$ cat src/rtl/spy_pkg.sv
// Shared definitions for the spy buffer: playback mode codes, write-side state
// encoding and the initial (all ones) write address.
package spy_pkg;

  localparam logic [1:0] NO_PLAYBACK    = 2'b00;
  localparam logic [1:0] PLAYBACK_ONCE  = 2'b01;
  localparam logic [1:0] PLAYBACK_LOOP  = 2'b10;
  localparam logic [1:0] PLAYBACK_WRITE = 2'b11;

  typedef enum logic [1:0] {
    ST_RECORD   = 2'b00,
    ST_FREEZING = 2'b01,
    ST_FROZEN   = 2'b10,
    ST_PLAYBACK = 2'b11
  } spy_state_t;

  // The address register starts at all ones so the first write lands on 0.
  function automatic logic [31:0] spy_init_addr(input int unsigned width);
    return (32'd1 << width) - 32'd1;
  endfunction

endpackage

$ cat src/rtl/spy_sat_counter.sv
// Saturating up-counter with a synchronous clear; a clear together with an
// increment restarts the count at one.
module spy_sat_counter #(
  parameter int unsigned WIDTH = 16,
  parameter logic [WIDTH-1:0] MAX_VALUE = {WIDTH{1'b1}}
) (
  input  logic             clock,
  input  logic             reset,
  input  logic             clear,
  input  logic             increment,
  output logic [WIDTH-1:0] count
);

  // Count register: clear has priority, then saturating increment.
  always_ff @(posedge clock or posedge reset) begin
    if (reset) begin
      count <= {WIDTH{1'b0}};
    end else if (clear) begin
      count <= increment ? WIDTH'(1) : {WIDTH{1'b0}};
    end else if (increment && (count != MAX_VALUE)) begin
      count <= count + WIDTH'(1);
    end else begin
      count <= count;
    end
  end

endmodule

$ cat src/rtl/spy_write_controller.sv
// Write stage of the spy buffer: records the upstream stream, freezes after a
// trigger and forwards playback block writes. Option: SPY_META_FREEZE_EN.
module spy_write_controller
  import spy_pkg::*;
#(
  parameter int unsigned DATAWIDTH = 64,
  parameter int unsigned MEMWIDTH  = 6,
  parameter int unsigned DROPWIDTH = 16
) (
  input  logic                 clock,
  input  logic                 reset,
  input  logic                 write_enable,
  input  logic [DATAWIDTH:0]   write_data,
  input  logic [1:0]           playback,
  input  logic                 ram_write_enable,
  input  logic [DATAWIDTH:0]   ram_write_data,
  input  logic                 freeze_request,
  input  logic [MEMWIDTH-1:0]  freeze_delay,
  input  logic                 freeze_clear,
  output logic                 spy_write_enable,
  output logic [MEMWIDTH-1:0]  spy_write_addr,
  output logic [DATAWIDTH:0]   spy_write_data,
  output logic                 frozen,
  output logic [MEMWIDTH:0]    word_count,
  output logic [DROPWIDTH-1:0] dropped_count
);

  localparam logic [MEMWIDTH-1:0] INIT_ADDR = MEMWIDTH'(spy_init_addr(MEMWIDTH));
  localparam logic [MEMWIDTH:0]   FULL_COUNT = {1'b1, {MEMWIDTH{1'b0}}};

  spy_state_t          state_r;
  spy_state_t          state_next_s;
  logic [1:0]          playback_prev_r;
  logic [MEMWIDTH-1:0] remaining_r;
  logic [MEMWIDTH-1:0] remaining_next_s;
  logic [MEMWIDTH-1:0] addr_base_s;
  logic [DATAWIDTH:0]  src_data_s;
  logic                accept_s;
  logic                drop_s;
  logic                restart_s;
  logic                dec_s;
  logic                count_word_s;

`ifdef SPY_META_FREEZE_EN
  assign count_word_s = write_data[DATAWIDTH];
`else
  assign count_word_s = 1'b1;
`endif

  // State register.
  always_ff @(posedge clock or posedge reset) begin
    if (reset) begin
      state_r <= ST_RECORD;
    end else begin
      state_r <= state_next_s;
    end
  end

  // Next-state logic; any active playback code overrides everything else.
  always_comb begin
    state_next_s = state_r;
    if (playback != NO_PLAYBACK) begin
      state_next_s = ST_PLAYBACK;
    end else begin
      case (state_r)
        ST_RECORD: begin
          if (freeze_clear) begin
            state_next_s = ST_RECORD;
          end else if (freeze_request) begin
            state_next_s = (freeze_delay == {MEMWIDTH{1'b0}}) ? ST_FROZEN : ST_FREEZING;
          end else begin
            state_next_s = ST_RECORD;
          end
        end
        ST_FREEZING: begin
          if (freeze_clear) begin
            state_next_s = ST_RECORD;
          end else if (dec_s && (remaining_r == MEMWIDTH'(1))) begin
            state_next_s = ST_FROZEN;
          end else begin
            state_next_s = ST_FREEZING;
          end
        end
        ST_FROZEN:   state_next_s = freeze_clear ? ST_RECORD : ST_FROZEN;
        ST_PLAYBACK: state_next_s = ST_FROZEN;
        default:     state_next_s = ST_RECORD;
      endcase
    end
  end

  // Per-cycle write/drop decisions and the freeze countdown.
  always_comb begin
    accept_s         = 1'b0;
    drop_s           = 1'b0;
    restart_s        = 1'b0;
    src_data_s       = write_data;
    remaining_next_s = remaining_r;
    if (playback != NO_PLAYBACK) begin
      drop_s    = write_enable;
      restart_s = (playback == PLAYBACK_WRITE) && (playback_prev_r != PLAYBACK_WRITE);
      if (playback == PLAYBACK_WRITE) begin
        accept_s   = ram_write_enable;
        src_data_s = ram_write_data;
      end else begin
        accept_s   = 1'b0;
      end
    end else begin
      case (state_r)
        ST_RECORD, ST_FREEZING: accept_s = write_enable;
        ST_FROZEN, ST_PLAYBACK: drop_s   = write_enable;
        default:                drop_s   = write_enable;
      endcase
    end
    dec_s = accept_s && (state_r == ST_FREEZING) && (playback == NO_PLAYBACK) && count_word_s;
    if ((state_r == ST_RECORD) && (playback == NO_PLAYBACK) && freeze_request && !freeze_clear) begin
      remaining_next_s = freeze_delay;
    end else if (dec_s && (remaining_r != {MEMWIDTH{1'b0}})) begin
      remaining_next_s = remaining_r - MEMWIDTH'(1);
    end else begin
      remaining_next_s = remaining_r;
    end
    addr_base_s = restart_s ? INIT_ADDR : spy_write_addr;
  end

  // Registered write port, frozen flag and countdown.
  always_ff @(posedge clock or posedge reset) begin
    if (reset) begin
      spy_write_enable <= 1'b0;
      spy_write_addr   <= INIT_ADDR;
      spy_write_data   <= {(DATAWIDTH+1){1'b0}};
      frozen           <= 1'b0;
      remaining_r      <= {MEMWIDTH{1'b0}};
      playback_prev_r  <= NO_PLAYBACK;
    end else begin
      spy_write_enable <= accept_s;
      frozen           <= (state_next_s == ST_FROZEN);
      remaining_r      <= remaining_next_s;
      playback_prev_r  <= playback;
      if (accept_s) begin
        spy_write_addr <= addr_base_s + MEMWIDTH'(1);
        spy_write_data <= src_data_s;
      end else begin
        spy_write_addr <= addr_base_s;
        spy_write_data <= spy_write_data;
      end
    end
  end

  spy_sat_counter #(
    .WIDTH     (MEMWIDTH + 1),
    .MAX_VALUE (FULL_COUNT)
  ) u_word_count (
    .clock     (clock),
    .reset     (reset),
    .clear     (restart_s),
    .increment (accept_s),
    .count     (word_count)
  );

  spy_sat_counter #(
    .WIDTH     (DROPWIDTH),
    .MAX_VALUE ({DROPWIDTH{1'b1}})
  ) u_dropped_count (
    .clock     (clock),
    .reset     (reset),
    .clear     (1'b0),
    .increment (drop_s),
    .count     (dropped_count)
  );

endmodule

$ cat config.mk
export PLATFORM = sky130hd
export DESIGN_NAME = spy_write_controller
export DESIGN_NICKNAME = d
export VERILOG_FILES = /design/src/rtl/spy_pkg.sv /design/src/rtl/spy_sat_counter.sv /design/src/rtl/spy_write_controller.sv
export SDC_FILE = /design/constraint.sdc
export NUM_CORES = 1
export LEC_CHECK = 0
export CAP_MARGIN = 20
export CORE_ASPECT_RATIO = 1.25
export CORE_MARGIN = 2
export CORE_UTILIZATION = 40
export DETAILED_ROUTE_END_ITERATION = 10
export PLACE_DENSITY = 0.78
export SYNTH_ARGS = -nofsm -noshare
export SYNTH_HDL_FRONTEND = slang
export SYNTH_SLANG_ARGS = --single-unit
$ cat constraint.sdc
create_clock -name clock -period 4.09 [get_ports clock]
set_input_delay 0.818 -clock clock [delete_from_list [all_inputs] [get_ports clock]]
set_output_delay 0.818 -clock clock [all_outputs]
set_load 0.03 [all_outputs]
==> run summary, run 1 <==
The run gives 497 as the number of instances in the synthesized netlist. The worst setup path is captured at a register. The tools report the endpoint required time on the critical path as 4.31 ns. Detailed routing inserted a total of 4627 vias.

The number of cells after detailed placement came out at 885. The placeable core region is 12660 um^2. In the synthesized netlist the dominant register cell turns out to be sky130_fd_sc_hd__dfrtp_1.

The smallest clock period supported by the final layout is computed as 2.664 ns. The die covers 13880 um^2. Counting the fill cells in the layout gives 1033. Data arrival time at the worst-slack endpoint: 2.88 ns.

The number of enable flip-flop cells after synthesis was 0. The ratio of final minimum period to clock period came out at 65.14%. Once detail routing completed, the nets flagged for antenna violations numbered 0. Height of the chip: 131.2 um. The min-delay analysis places its worst path in the category reg -> reg. The logs give 0 for the total inserted antenna cells and 3.599 nW for the standby leakage power. After detailed routing, the number of remaining DRC violations is 0.

Row generation in the floorplan step produced 46 rows. The first routing iteration left 174 violations. The run gives 648 as the post-synthesis net count. The tools report the number of global-route vias before repair as 4794. The clock sink count came out at 106.

TritonCTS built the clock tree. The tools report the initial antenna violation count as 0. The mapped netlist covers 5179 um^2.

The maximum clock insertion buffer count was 2. Count of final hold-check violations: 0. Startpoint type of the worst setup path: a primary input. Max-cap violations in this run came to 0. After detailed routing, the total wire length is 14700 um.

A synthesized cell averages 10.42 um^2. The die is 105.8 um wide. Global routing used 21.62% of the available tracks. Tracing the worst setup path back leads to its startpoint at playback[1]. The fmax was 375.3 MHz.

For this run, the register share of the synthesized area comes to 51.37%. Number of I/O pins: 240. The clock insertion delay at the later pin of the skew report came out at 0.34 ns.

After clock tree synthesis, the clock-pin slew on the worst setup and hold paths is 0.07 ns. For the minimum setup slack after placement, the log shows 1.107 ns. For the number of distinct library cells after synthesis, the log shows 58. Dividing total power by cell area gives a power density of 445.7 nW/um^2. Gates resized during post-CTS repair numbered 0.

The run finished with clean final reports. Total power draw: 3.577 mW. The finished layout holds 901 standard cells, fillers aside. The count of nets after finishing was 879; the max-slew violation total from the final report was 0. Setup repair after global routing left no endpoint under its margin.

Leaving out fill and tap cells, the most frequent cells in the layout are sky130_fd_sc_hd__clkdlybuf4s50_1, sky130_fd_sc_hd__dfrtp_1, sky130_fd_sc_hd__nand2_1. After routing, the total negative slack on setup checks comes to 0 ns. The clock tree root buffer cell is sky130_fd_sc_hd__clkbuf_16. The total of warnings raised by yosys came out at 0. Summing all multi-input logic gate instances after layout gives 2352 um^2. The run gives 0 as the cts-stage hold buffer count. After global routing the overflow that remains totals 0. In this run the most critical hold path is launched from spy_write_data[25]. After detailed routing, the number of vias per cell comes to 5.135. The first global-routing pass estimated 23940 um of wire. TritonCTS created 9 clock buffers. The number of detailed-routing iterations run before antenna repair was 4; the post-CTS setup buffer count was 0. Number of storage elements in the synthesis netlist: 106.

Clock skew on the completed layout was measured at 0.006782 ns. Summing all flip-flop and latch instances after layout gives 2660 um^2. The proportion of register bits with asynchronous set or reset after synthesis was 100.0%; the slew at the pin closest to its max-slew limit was 0.6513 ns.

In this run the worst path has a maximum fanout of 11. The post-layout worst setup margin came out at 1.426 ns. In the final layout, the share of cells above drive strength 1 is 5.730%. The tools report the routability-driven placement congestion ratio as 0.9058. Origin of the critical flop-to-flop path: u_dropped_count.count[6]. The layout overhead on the synthesized area works out to 54.99%.

The leading cell type in the layout, fill and taps excluded is sky130_fd_sc_hd__clkdlybuf4s50_1. The peak ir drop on the vdd network came out at 0.2259 mV. Entering global routing, the biggest net connects 84 pins. Measured against its own limit, the worst slew margin works out to 56.25%. Final count of negative-setup-slack endpoints: 0. The sum of net half-perimeters after detailed placement is 11330 um, and the count of input and output buffers is 239. Category of the most critical setup path: in -> reg. In this run the number of H-tree levels came out at 3.

For this configuration, the core starts out at a cell density of 40.90%. The routed length per instance is 16.32 um.
-- layout make-up --
| cell class | instances | area share (%) |
|---|---|---|
| flip-flops and latches | 106 | 33.14 |
| repair buffers | 247 | 30.87 |
| multi-input cells | 353 | 29.31 |
| clock buffers | 13 | 2.993 |
| well taps | 168 | 2.619 |
| inverters | 11 | 0.5456 |
| clock inverters | 3 | 0.5300 |
-- Yosys cell counts, drive strengths merged, types with 4 or more instances --
cell	n	area share (%)
nor4	4	0.60
nor3	9	0.87
xnor2	11	1.9
buf	15	1.4
nand4	10	1.2
nand2	74	5.4
dfstp	6	3.0
dfrtp	100	48
mux2	4	0.94
o21ai	72	7.0
and3	5	0.60
inv	10	0.72
nor2	17	1.3
mux2i	68	13
nand3	11	1.1
clkbuf	12	1.3
xor2	5	0.85
a21oi	6	0.58
o211ai	5	0.72
ha	7	1.7
-- path summary, 6_finish.rpt --
check,end,slack [ns],cells past startpoint
max,remaining_r[2],1.43,6
min,spy_write_data[25],0.48,2
max reg2reg,u_dropped_count.count[1],2.02,4
min reg2reg,spy_write_data[25],0.48,2
max in group asynchronous,spy_write_addr[2],2.40,3
min in group asynchronous,spy_write_data[29],0.92,2
-- where the power goes --
part | leakage, nW | total [mW] | switching, mW | internal (mW)
Combinational | 2.14 | 1.31 | 0.711 | 0.600
Clock | 0.134 | 0.837 | 0.361 | 0.475
Sequential | 1.32 | 1.43 | 0.176 | 1.25
Total | 3.60 | 3.58 | 1.25 | 2.33
-- flip-flops by register name, indices dropped and copies added (netlist names) --
signal / cells
state_r: 2
u_word_count.count: 7
spy_write_enable: 1
frozen: 1
remaining_r: 6
spy_write_addr: 6
u_dropped_count.count: 16
spy_write_data: 65
playback_prev_r: 2
-- metrics by stage --
step / hold WS, ns / utilization [%] / cell area, um^2
global placement: 0.4611 / 61.16 / 7744
CTS: 0.4849 / 63.39 / 8026
global route: 0.5011 / 63.39 / 8026
floorplan: 0.4951 / - / 5179
finish: 0.4783 / 63.39 / 8026
detailed placement: 0.4691 / 61.16 / 7744
-- logic make-up (layout without fill, tap and decap cells) --
logic type	count (synthesis)	in the layout	synth area share (%)
xor gates and xnor gates	16	16	2.706
buffers and inverters	38	274	3.503
and+or+nand+nor	150	150	14.06
AOI/OAI and AO/OA	108	108	12.59
muxes	72	72	14.09
DFF	106	106	51.37
adders and majority gates	7	7	1.691
-- layer usage --
layer  wire [um]  track usage, %  share of wire (%)
met5           0               0                  0
met4         403           8.406                2.7
met3        1013           5.655                6.9
met2        7716           38.89                 52
met1        5568           24.14                 38
-- worst max-delay path, stage by stage --
cell and delay [ns]:
sky130_fd_sc_hd__clkdlybuf4s50_1 0.57, sky130_fd_sc_hd__nor4b_4 0.32, sky130_fd_sc_hd__buf_4 0.22, sky130_fd_sc_hd__o311a_1 0.40
sky130_fd_sc_hd__mux2_4 0.34, sky130_fd_sc_hd__o221a_1 0.22
Power figures use the tool's default switching activity.
==> inputs of run 2 (changes only) <==
- CORE_UTILIZATION: 40 -> 38
- clock period: 4.09 -> 2.35 ns (I/O delays scaled with it)
==> run 2 against run 1 <==
  * Clock-buffer cell count shrank 3
  * Cell count rose by 1.6%
  * Sequential power up 73%
  * Sequential share of layout area down 0.61 points
  * Hold slack improved by 0.0024 ns
  * Core utilization shrank 1.9 points
  * Die area rose by 5.1%
  * Highest routed layer unchanged
  * Critical path depth decreased by 5
==> run summary, run 2 (same netlist as run 1, synthesis figures left out) <==
The flow ran to the end, and the final reports show no timing, DRC or antenna violations. The leading cell type in the layout, fill and taps excluded was sky130_fd_sc_hd__clkdlybuf4s50_1. Post-CTS repair changed the size of 0 cells. After detailed routing, the average wire length per cell comes to 15.81 um. Entering global routing, the biggest net connects 63 pins.

Setup repair after global routing left no endpoint under its margin. TritonCTS built the clock tree. The run gives 38.97% as the initial cell density of the core. The startpoint type of the worst setup path was a register. Across the routed clock network, the largest skew measured is 0.006054 ns. The run gives 61.53% as the end-of-flow core utilization. After clock tree synthesis, the flow added hold-fix buffers numbering 0.

The DRC violation count after routing was 0. For the clock power share, the log shows 23.8%. The number of H-tree levels came out at 3. On the critical path the largest part of the delay comes from buffers and inverters.

The die is 134.5 um tall. The fmax is 480.3 MHz, and the count of input and output buffers is 239. The number of detailed-routing iterations run before antenna repair was 4; the total number of vias was 4659.

Relative to the synthesized area, the layout overhead comes to 57.91%. Subtracting the final worst setup slack from the clock period gives 2.082 ns. The count of antenna-violating nets left after detailed routing is 0, and the power density over the cells is 767.2 nW/um^2. Data on the critical path is required at its endpoint by 1.88 ns.

The first routing iteration left 191 violations. The fraction of layout cells with a size suffix above 1 was 7.527%. The count of final hold-check violations is 0. The number of filler cells placed in the layout is 1143, and the clock sink count is 106. The post-CTS setup buffer count was 0; the minimum setup slack after placement was -0.03140 ns. In this run, CTS created clock tree buffers numbering 9.

Global routing used 20.17% of the available tracks. The run gives 39.5% as the sequential cell fraction of total power. The ratio of final minimum period to clock period was 88.60%; the number of non-filler instances in the completed layout was 915. The logs give 0 for the total inserted antenna cells and 36.7% for the logic gate share of total power.

After clock tree synthesis, the clock-pin slew on the worst setup and hold paths is 0.07 ns. The run gives 0.2678 ns as the post-layout worst setup margin. For the pin with the worst max-slew slack, the measured transition is 0.6374 ns. The multi-input combinational cells in the finished layout cover a total of 2352 um^2. The data arrival time at the worst-slack endpoint is 1.61 ns, and the maximum single-stage delay on the critical path is 0.69 ns.

The first global-routing pass estimated 23230 um of wire. The floorplan has 47 rows. The register with the most flip-flops in the layout has 65 of them. For the cell-internal power, the log shows 4.072 mW. The worst setup path is captured at an output port. For the initial antenna violation count, the log shows 0. For this design the total switching power over the nets is 2.202 mW. Summed over all cells, the static leakage comes to 3.677 nW. In this run the tightest slew margin relative to its limit is 57.50%. For this design, the slowest cell found on the critical path is sky130_fd_sc_hd__clkdlybuf4s50_1. The cell sitting at the root of the clock tree is a sky130_fd_sc_hd__clkbuf_16. The area of the die came out at 14580 um^2. In this run the worst path has a maximum fanout of 7. The die is 108.4 um wide.

The category of the most critical setup path was reg -> out. The number of cells after detailed placement came out at 899. The number of vias per cell after detailed routing was 5.092; the total power draw was 6.274 mW.

The run gives 240 as the number of I/O pins. Leaving out fill and tap cells, the most frequent cells in the layout are sky130_fd_sc_hd__clkdlybuf4s50_1, sky130_fd_sc_hd__dfrtp_1, sky130_fd_sc_hd__nand2_1. The clock insertion delay at the later pin of the skew report was 0.34 ns; the register area was 2660 um^2. The run gives 0.4807 ns as the worst hold slack across all endpoints. The final wirelength is 14470 um.

Class of the tightest hold or removal check: reg -> reg. Critical path buffer and inverter count: 1. The tool flagged a number of max-cap violations equal to 0. The largest registers in the layout are spy_write_data: 65 flops, u_dropped_count.count: 16 flops, u_word_count.count: 7 flops. The most flop-heavy register is spy_write_data.

Setup violations remaining at the end of the flow were counted as 0. The tools report the routability-driven placement congestion ratio as 0.8280. The core region is 13290 um^2.

For this run, the post-layout net count is 890. The run gives 11370 um as the sum of net half-perimeters after detailed placement. The tools report the number of global-route vias before repair as 4712. The max-slew violation total from the final report came out at 0. No sink is reached through more buffers than the 2 on the longest clock path. The tools report the peak ir drop on the vdd network as 0.4081 mV. The critical path goes through clkdlybuf4s50_1. After global routing the overflow that remains totals 0. The switching part of the total is 35.09%.
[run 2: changes by cell type in the layout (fill, tap and decap cells not counted)]
cell	change
sky130_fd_sc_hd__inv_4	-1
sky130_fd_sc_hd__clkinvlp_4	+2
sky130_fd_sc_hd__buf_4	+7
sky130_fd_sc_hd__clkinv_4	+2
sky130_fd_sc_hd__clkbuf_1	-3
sky130_fd_sc_hd__buf_12	+4
[run 2: layout make-up]
type	count	area share, %
inverter	11	0.5508
multi-input combinational	353	28.76
tap	171	2.616
sequential	106	32.53
timing repair buffer	258	31.92
clock inverter	6	0.8262
clock buffer	10	2.800
[run 2: power groups by stage]
stage	clock network [mW]	registers (mW)	logic, mW
floorplan	0	3.08	0.592
global placement	0	2.49	2.27
detailed placement	0	2.50	2.33
CTS	1.53	2.48	2.33
global route	1.60	2.53	2.46
finish	1.49	2.48	2.30
[run 2: per-stage QoR]
stage | TNS, ns | cell area [um^2]
floorplan | 0 | 5182
finish | 0 | 8178
CTS | 0 | 8178
detailed placement | -0.03140 | 7881
global route | 0 | 8178
global placement | 0 | 7881
[run 2: worst paths after layout]
check | startpoint | endpoint | slack, ns | cells past startpoint
min reg2reg | spy_write_data[57] | spy_write_data[57] | 0.48 | 2
max | spy_write_addr[3] | spy_write_addr[3] | 0.27 | 1
max reg2reg | u_dropped_count.count[6] | u_dropped_count.count[1] | 0.38 | 4
min in group asynchronous | reset | spy_write_data[41] | 0.55 | 3
min | spy_write_data[57] | spy_write_data[57] | 0.48 | 2
max in group asynchronous | reset | spy_write_data[47] | 1.20 | 3
[run 2: per-layer routing]
metal  GRT usage (%)  routed length (um)
met1           22.69                5321
met2           36.56                7838
met3           4.488                 962
met4           7.977                 344
met5               0                   0
==> inputs of run 3 (changes only) <==
- CORE_MARGIN: 2 -> not set
- GPL_TIMING_DRIVEN: not set -> 0
==> run 3 against run 2 <==
  * Die area shrank 3.3%
  * Clock power is 7% lower
  * Via count rose by 2.4%
  * Register-to-register slack worse by 0.08 ns
  * Sequential share of layout area increased by 0.19 points
==> run summary, run 3 (same netlist as run 1, synthesis figures left out) <==
The flow ran to the end, and the final reports show no timing, DRC or antenna violations. The initialized floorplan defines 47 standard-cell rows. The sequential cell fraction of total power was 40.0%. Total inserted antenna cells: 0.

Before CTS, the worst setup slack after placement is -0.5134 ns. Summed over all failing endpoints, the final setup total negative slack is 0 ns. The library cells used most frequently in the layout, excluding fill and tap cells, are sky130_fd_sc_hd__clkdlybuf4s50_1, sky130_fd_sc_hd__dfrtp_1, sky130_fd_sc_hd__nand2_1. The worst setup path is launched from a primary input. The standby leakage power is 3.638 nW. The clock tree synthesis step divided the H-tree into 3 levels.

The run gives 900 as the count of nets after finishing. In the final layout, the registers with the most flip-flops are spy_write_data: 65 flops, u_dropped_count.count: 16 flops, u_word_count.count: 7 flops. The initial antenna violation count came out at 0. During placement, the flow inserted port buffers numbering 239.

The tools report the end-of-flow core utilization as 61.17%. Once placement finished, the instance area stood at 7829 um^2. In this run the deepest clock path goes through 2 buffers. The max-slew violation total from the final report is 0. For the cts-stage hold buffer count, the log shows 0. After clock tree synthesis, the clock-pin slew on the worst setup and hold paths is 0.07 ns. The library cell used most frequently in the layout, excluding fill and tap cells, is sky130_fd_sc_hd__clkdlybuf4s50_1. Once the floorplan was initialized, standard cells occupied 38.97% of the core. The logs give 47.22% for the relative max-transition margin and 240 for the number of I/O pins. The count of final hold-check violations is 0. Dividing the detail-routed wire length by the instance count gives 16.36 um. The clock power share was 22.5%. In this run the standard cell core region covers 13290 um^2.

The class of the tightest hold or removal check is in -> reg. The register with the most flip-flops in the layout has 65 of them. Routability-driven placement finished with a final weighted congestion of 0.8692.

For the pin count of the biggest net entering global routing, the log shows 44. spy_write_data holds more flip-flops than any other register. The post-route netlist has 7.294% of its cells at a drive strength greater than 1. Dividing total power by cell area gives a power density of 759.9 nW/um^2. The cell-internal power is 3.960 mW. In the routed design, unresolved DRC markers number 0.

Switching power of the nets: 2.219 mW. Once layout is done, the placed cells without fillers occupy 8130 um^2. The tools report the fmax as 443.2 MHz. For the number of max-cap violations, the log shows 0. The later pin in the worst-skew pair is clocked with a latency of 0.34 ns.

The worst-path maximum fanout works out to 6. In the routed layout, each cell is associated on average with a via count of 5.157. The slew at the pin closest to its max-slew limit was 0.7851 ns.

In this run, the combinational gates consume 37.5% of the power. Compared with the post-synthesis result, the final layout area differs by 56.99%. The die is 106.4 um wide. The logs give 0.3878 mV for the peak ir drop on the vdd network and 0 for the final count of negative-setup-slack endpoints. The critical path in this run is classified as in -> reg.

After the first detailed-routing iteration, the DRC count stood at 182. Clock tree root buffer cell: sky130_fd_sc_hd__clkbuf_16. Detailed placement finished with a half-perimeter wire length of 12100 um. STA puts the critical path data arrival time at 2.48 ns. The run gives 0.4223 ns as the worst hold slack across all endpoints. The floorplan step set the die height to 132.5 um. The final wirelength is 15130 um. In the global route stage, overall resource usage came out at 21.80%. Endpoint class of the critical path: a register.

The first-pass GRT wire length was 24070 um. For the number of global-route vias before repair, the log shows 4925. STA puts the critical path data required time at 2.58 ns.

The run gives 0.01187 ns as the largest clock skew in the final design. TritonCTS built the clock tree. The tools report the reg-to-reg setup timing slack as 0.30 ns.

The ratio of final minimum period to clock period is 96.02%. The number of detailed-routing iterations run before antenna repair was 4; the shortest clock period the worst path allows after layout was 2.256 ns. Once detail routing completed, the nets flagged for antenna violations numbered 0.

The post-layout worst setup margin came out at 0.09362 ns. The clock buffer count from CTS is 9. Counting every sink on the clock net gives 106. The total number of vias is 4770, and the switching part of the total is 35.91%. The floorplan step defined a die boundary enclosing 14100 um^2. Setup repair after global routing left no endpoint under its margin.

Summed over all layers, the global routing overflow is 0.
-- run 3: changes by cell type in the layout (fill, tap and decap cells not counted), moves of 2 or more --
cell                       change
sky130_fd_sc_hd__buf_4        -12
sky130_fd_sc_hd__clkbuf_2      +3
sky130_fd_sc_hd__clkbuf_4      +2
sky130_fd_sc_hd__clkbuf_8      +2
sky130_fd_sc_hd__buf_12        -4
sky130_fd_sc_hd__clkbuf_1     +11
sky130_fd_sc_hd__buf_2         +7
-- run 3: path summary, 6_finish.rpt --
kind	from	to	cells past startpoint
min	playback[1]	playback_prev_r[1]	1
min reg2reg	spy_write_data[44]	spy_write_data[44]	2
min in group asynchronous	reset	spy_write_data[25]	2
max	playback[0]	u_dropped_count.count[15]	5
max reg2reg	state_r[1]	remaining_r[2]	6
max in group asynchronous	reset	spy_write_addr[3]	3
-- run 3: routing by layer --
metal / global-route usage [%] / vias up / share of wire (%)
met4: 10.65 / 0 / 3.4
met2: 39.18 / 187 / 53
met5: 0 / - / 0
met1: 23.39 / 2277 / 37
li1: - / 2278 / -
met3: 5.813 / 28 / 6.5
-- run 3: area by class of cell --
cell class / instances / area [um^2]
plain buffers: 27 / 152.6
clock buffers: 11 / 232.7
clock inverters: 5 / 41.29
fillers: 1125 / 5160
inverters: 11 / 45.04
multi-input cells: 353 / 2350
flip-flops and latches: 106 / 2660
well taps: 171 / 214.0
repair buffers: 241 / 2435
-- run 3: critical path, stage by stage --
cell and delay, ns:
sky130_fd_sc_hd__clkdlybuf4s50_1 0.56, sky130_fd_sc_hd__o31ai_1 0.74, sky130_fd_sc_hd__nor4_2 0.22, sky130_fd_sc_hd__nand4_1 0.16
sky130_fd_sc_hd__mux2_2 0.33
-- run 3: per-stage QoR --
stage               instances  total power [mW]
global route              925             6.485
finish                    925             6.178
floorplan                 497             3.674
detailed placement        909             4.821
CTS                       925             6.219
global placement          907             4.741
-- run 3: repair_timing --
action,4_1_cts,5_1_grt
buffers inserted,0,0
resized for setup,3,9
setup endpoints to repair,56,61
pin swaps,0,1
-- run 3: power by group through the flow --
stage	logic [mW]	registers [mW]	clock network, mW
2_1_floorplan	0.592	3.08	0
3_3_place_gp	2.26	2.48	0
3_5_place_dp	2.32	2.50	0
4_1_cts	2.33	2.47	1.42
5_1_grt	2.46	2.52	1.50
6_report	2.32	2.47	1.39
